## src/rtl/beat_blink_coder.sv

```systemverilog
// beat_blink_coder
//   Consumes the board heartbeat square wave and drives a status LED with a
//   repeating blink code: `code` flashes (one slot on, one slot off each),
//   then GAP_BEATS dark slots. A slot is the time between two rising edges of
//   the synchronised beat. A watchdog flags a dead beat source and shows it as
//   a steady-on LED until the next rising edge restarts the blink code.
//
// Ports
//   clk          system clock
//   rst_n        asynchronous active-low reset
//   beat         heartbeat square wave (may be asynchronous to clk)
//   code         blinks per frame, sampled at each frame start; 0 = dark frame
//   led          status LED drive, 1 = on
//   frame_start  one-cycle pulse at each frame boundary
//   beat_lost    high while the watchdog has expired
module beat_blink_coder #(
  parameter int CODE_W         = 4,
  parameter int GAP_BEATS      = 4,
  parameter int TIMEOUT_CYCLES = 15000000
) (
  input  logic              clk,
  input  logic              rst_n,
  input  logic              beat,
  input  logic [CODE_W-1:0] code,
  output logic              led,
  output logic              frame_start,
  output logic              beat_lost
);

  localparam int               GAP_W    = (GAP_BEATS > 1) ? $clog2(GAP_BEATS) : 1;
  localparam logic [GAP_W-1:0] GAP_LAST = GAP_W'(GAP_BEATS - 1);
  localparam logic [31:0]      WD_LAST  = 32'(TIMEOUT_CYCLES - 1);

  typedef enum logic [1:0] {S_IDLE, S_ON, S_OFF, S_GAP} state_t;

  // Watchdog count that sticks at its terminal value instead of wrapping.
  function automatic logic [31:0] wd_sat_inc(input logic [31:0] v);
    return (v == WD_LAST) ? v : v + 32'd1;
  endfunction

  // Stage p0/p1: two-flop synchroniser; stage p2: previous synced level.
  logic beat_s1_p0, beat_s2_p1, beat_s3_p2;
  logic tick, any_edge;

  always_ff @(posedge clk or negedge rst_n) begin
    if (!rst_n) begin
      beat_s1_p0 <= 1'b0;
      beat_s2_p1 <= 1'b0;
      beat_s3_p2 <= 1'b0;
    end else begin
      beat_s1_p0 <= beat;
      beat_s2_p1 <= beat_s1_p0;
      beat_s3_p2 <= beat_s2_p1;
    end
  end

  assign tick     = beat_s2_p1 & ~beat_s3_p2;
  assign any_edge = beat_s2_p1 ^ beat_s3_p2;

  // Watchdog: any synced edge restarts the count; an edge in the expiry
  // cycle suppresses expiry.
  logic [31:0] wd_cnt;
  logic        expire;

  assign expire = (wd_cnt == WD_LAST) && !any_edge;

  always_ff @(posedge clk or negedge rst_n) begin
    if (!rst_n) begin
      wd_cnt <= '0;
    end else if (any_edge) begin
      wd_cnt <= '0;
    end else begin
      wd_cnt <= wd_sat_inc(wd_cnt);
    end
  end

  // Blink-code FSM
  state_t              state_q, state_d;
  logic [CODE_W-1:0]   code_q, code_d;
  logic [CODE_W-1:0]   blink_cnt, blink_d;
  logic [GAP_W-1:0]    gap_cnt, gap_d;
  logic                start;
  logic                lost_d;
  logic                led_d;
  logic                fs_d;

  always_ff @(posedge clk or negedge rst_n) begin
    if (!rst_n) begin
      state_q     <= S_IDLE;
      code_q      <= '0;
      blink_cnt   <= '0;
      gap_cnt     <= '0;
      led         <= 1'b0;
      frame_start <= 1'b0;
      beat_lost   <= 1'b0;
    end else begin
      state_q     <= state_d;
      code_q      <= code_d;
      blink_cnt   <= blink_d;
      gap_cnt     <= gap_d;
      led         <= led_d;
      frame_start <= fs_d;
      beat_lost   <= lost_d;
    end
  end

  always_comb begin
    state_d = state_q;
    code_d  = code_q;
    blink_d = blink_cnt;
    gap_d   = gap_cnt;
    start   = 1'b0;

    if (expire) begin
      state_d = S_IDLE;
    end else if (tick) begin
      unique case (state_q)
        S_IDLE: start = 1'b1;
        S_ON: begin
          state_d = S_OFF;
          blink_d = blink_cnt + CODE_W'(1);
        end
        S_OFF: begin
          if (blink_cnt == code_q) begin
            state_d = S_GAP;
            gap_d   = '0;
          end else begin
            state_d = S_ON;
          end
        end
        S_GAP: begin
          if (gap_cnt == GAP_LAST) start = 1'b1;
          else                     gap_d = gap_cnt + GAP_W'(1);
        end
        default: state_d = S_IDLE;
      endcase
    end

    // Frame start: latch the new code and restart both counters.
    if (start) begin
      code_d  = code;
      blink_d = '0;
      gap_d   = '0;
      state_d = (code != '0) ? S_ON : S_GAP;
    end
  end

  // Recovery needs no special case: the FSM sits in IDLE while lost, so the
  // first tick both clears beat_lost and starts a frame.
  always_comb begin
    lost_d = beat_lost;
    if (expire)    lost_d = 1'b1;
    else if (tick) lost_d = 1'b0;
    led_d = lost_d | (state_d == S_ON);
    fs_d  = start;
  end

endmodule

```

## config.mk

```make
export PLATFORM = sky130hd
export DESIGN_NAME = beat_blink_coder
export DESIGN_NICKNAME = d
export VERILOG_FILES = /design/src/rtl/beat_blink_coder.sv
export SDC_FILE = /design/constraint.sdc
export NUM_CORES = 1
export LEC_CHECK = 0
export ABC_AREA = 1
export CORE_MARGIN = 5
export CORE_UTILIZATION = 60
export DETAILED_ROUTE_END_ITERATION = 16
export PLACE_DENSITY = 0.77
export SLEW_MARGIN = 40
export SYNTH_ARGS = -nofsm -noshare
export SYNTH_HDL_FRONTEND = slang
export SYNTH_SLANG_ARGS = --single-unit
```

## constraint.sdc

```tcl
create_clock -name clk -period 4.09 [get_ports clk]
set_input_delay 0.6135 -clock clk [delete_from_list [all_inputs] [get_ports clk]]
set_output_delay 0.6135 -clock clk [all_outputs]
set_load 0.03 [all_outputs]
```

==> flow_summary.yaml <==
cts:
  cts_buffers: 5
  path_clk_slew_ns: 0.10
  max-clock-path-buffers: 2
  clock-sinks: 50
  cts_root_buf: "clkbuf_8"
  clk_latency_ns: 0.31
  ctsHoldBuffers: 0
  cts_resized: 0
  cts_setup_buffers: 0
  cts_tree: "done"
  cts_max_level: 2
sta:
  maxSlewViolCount: 0
  fmax_mhz: 474
  clock_skew_ns: 0.00613
  fin_tns_setup_ns: 0
  finalSetupViolations: 0
  fin_crit_sh_pct: 51.6
  rsz0062_at_grt: "no"
  maxSlewHeadroom_pct: 53.2
  worst_slew_pin_slew_ns: 0.702
  finalHoldViolations: 0
  timing.final.crit_period_ns: 2.11
grt:
  antenna_found_initial: 0
  grt_pass1_wl_um: 11300
  grt_max_degree: 51
  grt_pass1_vias: 2437
  track_usage_pct: 22.4
  grt_overflow: 0
critical_path:
  cp.required_ns: 4.31
  criticalPathCategory: "reg2reg"
  crit_buf_inv: 2
  reg2regPathDepth: 4
  end_kind: "flop"
  path_common_cell: "inv_1"
  cpPeakStageDelay_ns: 0.74
  crit_fanout: 20
  cp_num_cells: 4
  path_delay_family: "adder cells"
  startpoint_type: "flop"
  arrival_ns: 2.33
  crit_chain: "inv_1 -> ha_1 -> inv_1 -> a211oi_1"
  cpMaxStageDelayCell: "ha_1"
detailed_routing:
  vias: 2454
  wl_um: 6190
  vias_per_cell: 5.29
  wl_per_cell_um: 13.3
  drt.antenna.violating_nets: 0
  drt_iter0_drc: 122
  drtPass1Iterations: 5
  drcViolationCount: 0
die:
  coreArea_mm2: 0.00479
  start_util_pct: 62.6
  rows: 25
  die_h_um: 80.7
  die_width_um: 80.7
  ios: 10
  dieArea_mm2: 0.00651
final_layout:
  final_common_cell: "nand2_1"
  final_nets: 413
  fin_cells: 464
  antenna_cells: 0
  nFillCells: 426
  layout_common_cells: "nand2_1, nor2_1, inv_1"
  final_layout_size_suffix_gt1_share_pct: 9.32
  syn_to_final_growth_pct: 7.89
status:
  status: "completed"
power_and_ir_drop:
  p_leak_uw: 0.00145
  power_density_mw_per_mm2: 375
  ir_drop_uv: 248
yosys:
  ys_types: 34
  synthArstFlopShare_pct: 100
  yosysWarnings: 0
  syn-instance-count: 385
  syn-num-nets: 402
  synth_ff_type: "dfrtp_1"
  avgSynthCellArea_um2: 7.79
  syn_area_mm2: 0.00300
  ys_ff_latch: 50
  synth_edf_count: 0
  synth-seq-area-share_pct: 41.7
place:
  gp_congestion: 0.937
  portBuffers: 9
  dp_cells: 456
  place.detailed.hpwl_um: 4700
min_path:
  hold_class: "in2async"
flow_run:
  drv_cap: 0
-- cell usage after synthesis (3+ instances only) --
cell type,instances,share of area (%)
xor2_1,14,4.1
ha_1,10,4.2
dfrtp_1,50,42
nand3_2,5,1.7
nor3_1,15,2.5
nand2_1,76,9.5
a21oi_1,12,2.0
o21ai_0,19,3.2
nand4_1,12,2.5
o21ai_1,8,1.3
nor3_2,4,1.3
xnor2_1,3,0.88
nand3_1,16,2.7
nor2_2,4,0.83
nor2_4,4,1.5
inv_1,51,6.4
nor2_1,59,7.4
-- sequential cells by signal (all words and copies together), names as in the netlist --
signal       flops
beat_lost        1
beat_s1_p0       1
beat_s2_p1       1
state_q          2
gap_cnt          2
blink_cnt        4
led              1
frame_start      1
code_q           4
beat_s3_p2       1
wd_cnt          32
-- cells by family (layout without fill, tap and decap cells) --
kind of cell | count (synthesis) | count (layout) | synth area share (%)
AOI/OAI and AO/OA | 42 | 42 | 7.26
xor gates and xnor gates | 17 | 17 | 4.97
adders and majority gates | 10 | 10 | 4.17
buffers and inverters | 58 | 70 | 7.97
DFF | 50 | 50 | 41.7
and+or+nand+nor | 208 | 208 | 33.9
-- final timing paths --
kind / from / endpoint / slack (ns)
hold reg to reg: beat_s1_p0 / beat_s2_p1 / 0.38
setup / recovery: beat_s2_p1 / wd_cnt[8] / 1.98
min in group clk: beat_s1_p0 / beat_s2_p1 / 0.38
max in group asynchronous: rst_n / wd_cnt[18] / 3.36
setup reg to reg: beat_s2_p1 / wd_cnt[8] / 1.98
hold / removal: rst_n / wd_cnt[8] / 0.32
-- area by class of cell --
class	instances	area, µm²	area share [%]
multi-input cells	277	1510	46.6
flip-flops and latches	50	1250	38.7
inverters	53	204	6.31
repair buffers	9	87.6	2.71
well taps	67	83.8	2.59
clock buffers	6	82.6	2.55
clock inverters	2	17.5	0.542
-- report_power, final --
part	leakage, µW	switching, µW	internal, µW	total [µW]
clock network	0.0000514	176	140	315
registers	0.000671	53.6	555	609
logic	0.000726	172	116	288
-- layer usage --
layer,vias to the layer above,track usage (%),wire length (µm)
li1,1249,-,-
met1,1155,32.1,3070
met2,44,34.7,2800
met3,6,4.04,248
met4,0,6.08,62
met5,-,0,0
-- worst register-to-register path, delay by kind of cell, from the launching register on --
| family | cells | cell delay (ns) |
|---|---|---|
| AO/OA/AOI/OAI | 1 | 0.34 |
| adder cells (fa/ha/maj) | 1 | 0.74 |
| buffers and inverters | 2 | 0.54 |
| flip-flops | 1 | 0.40 |
-- through the flow --
stage	util (%)	hold slack, ns	area, µm²	setup WS (ns)	power, µW
after CTS	67.6	0.338	3230	1.96	1220
after floorplan	-	0.318	3000	2.55	832
after detailed placement	65.5	0.359	3130	1.98	908
final	67.6	0.316	3230	1.98	1210
after global placement	65.4	0.352	3130	2.07	892
after global routing	67.6	0.370	3230	1.81	1310
Power figures use the tool's default switching activity.
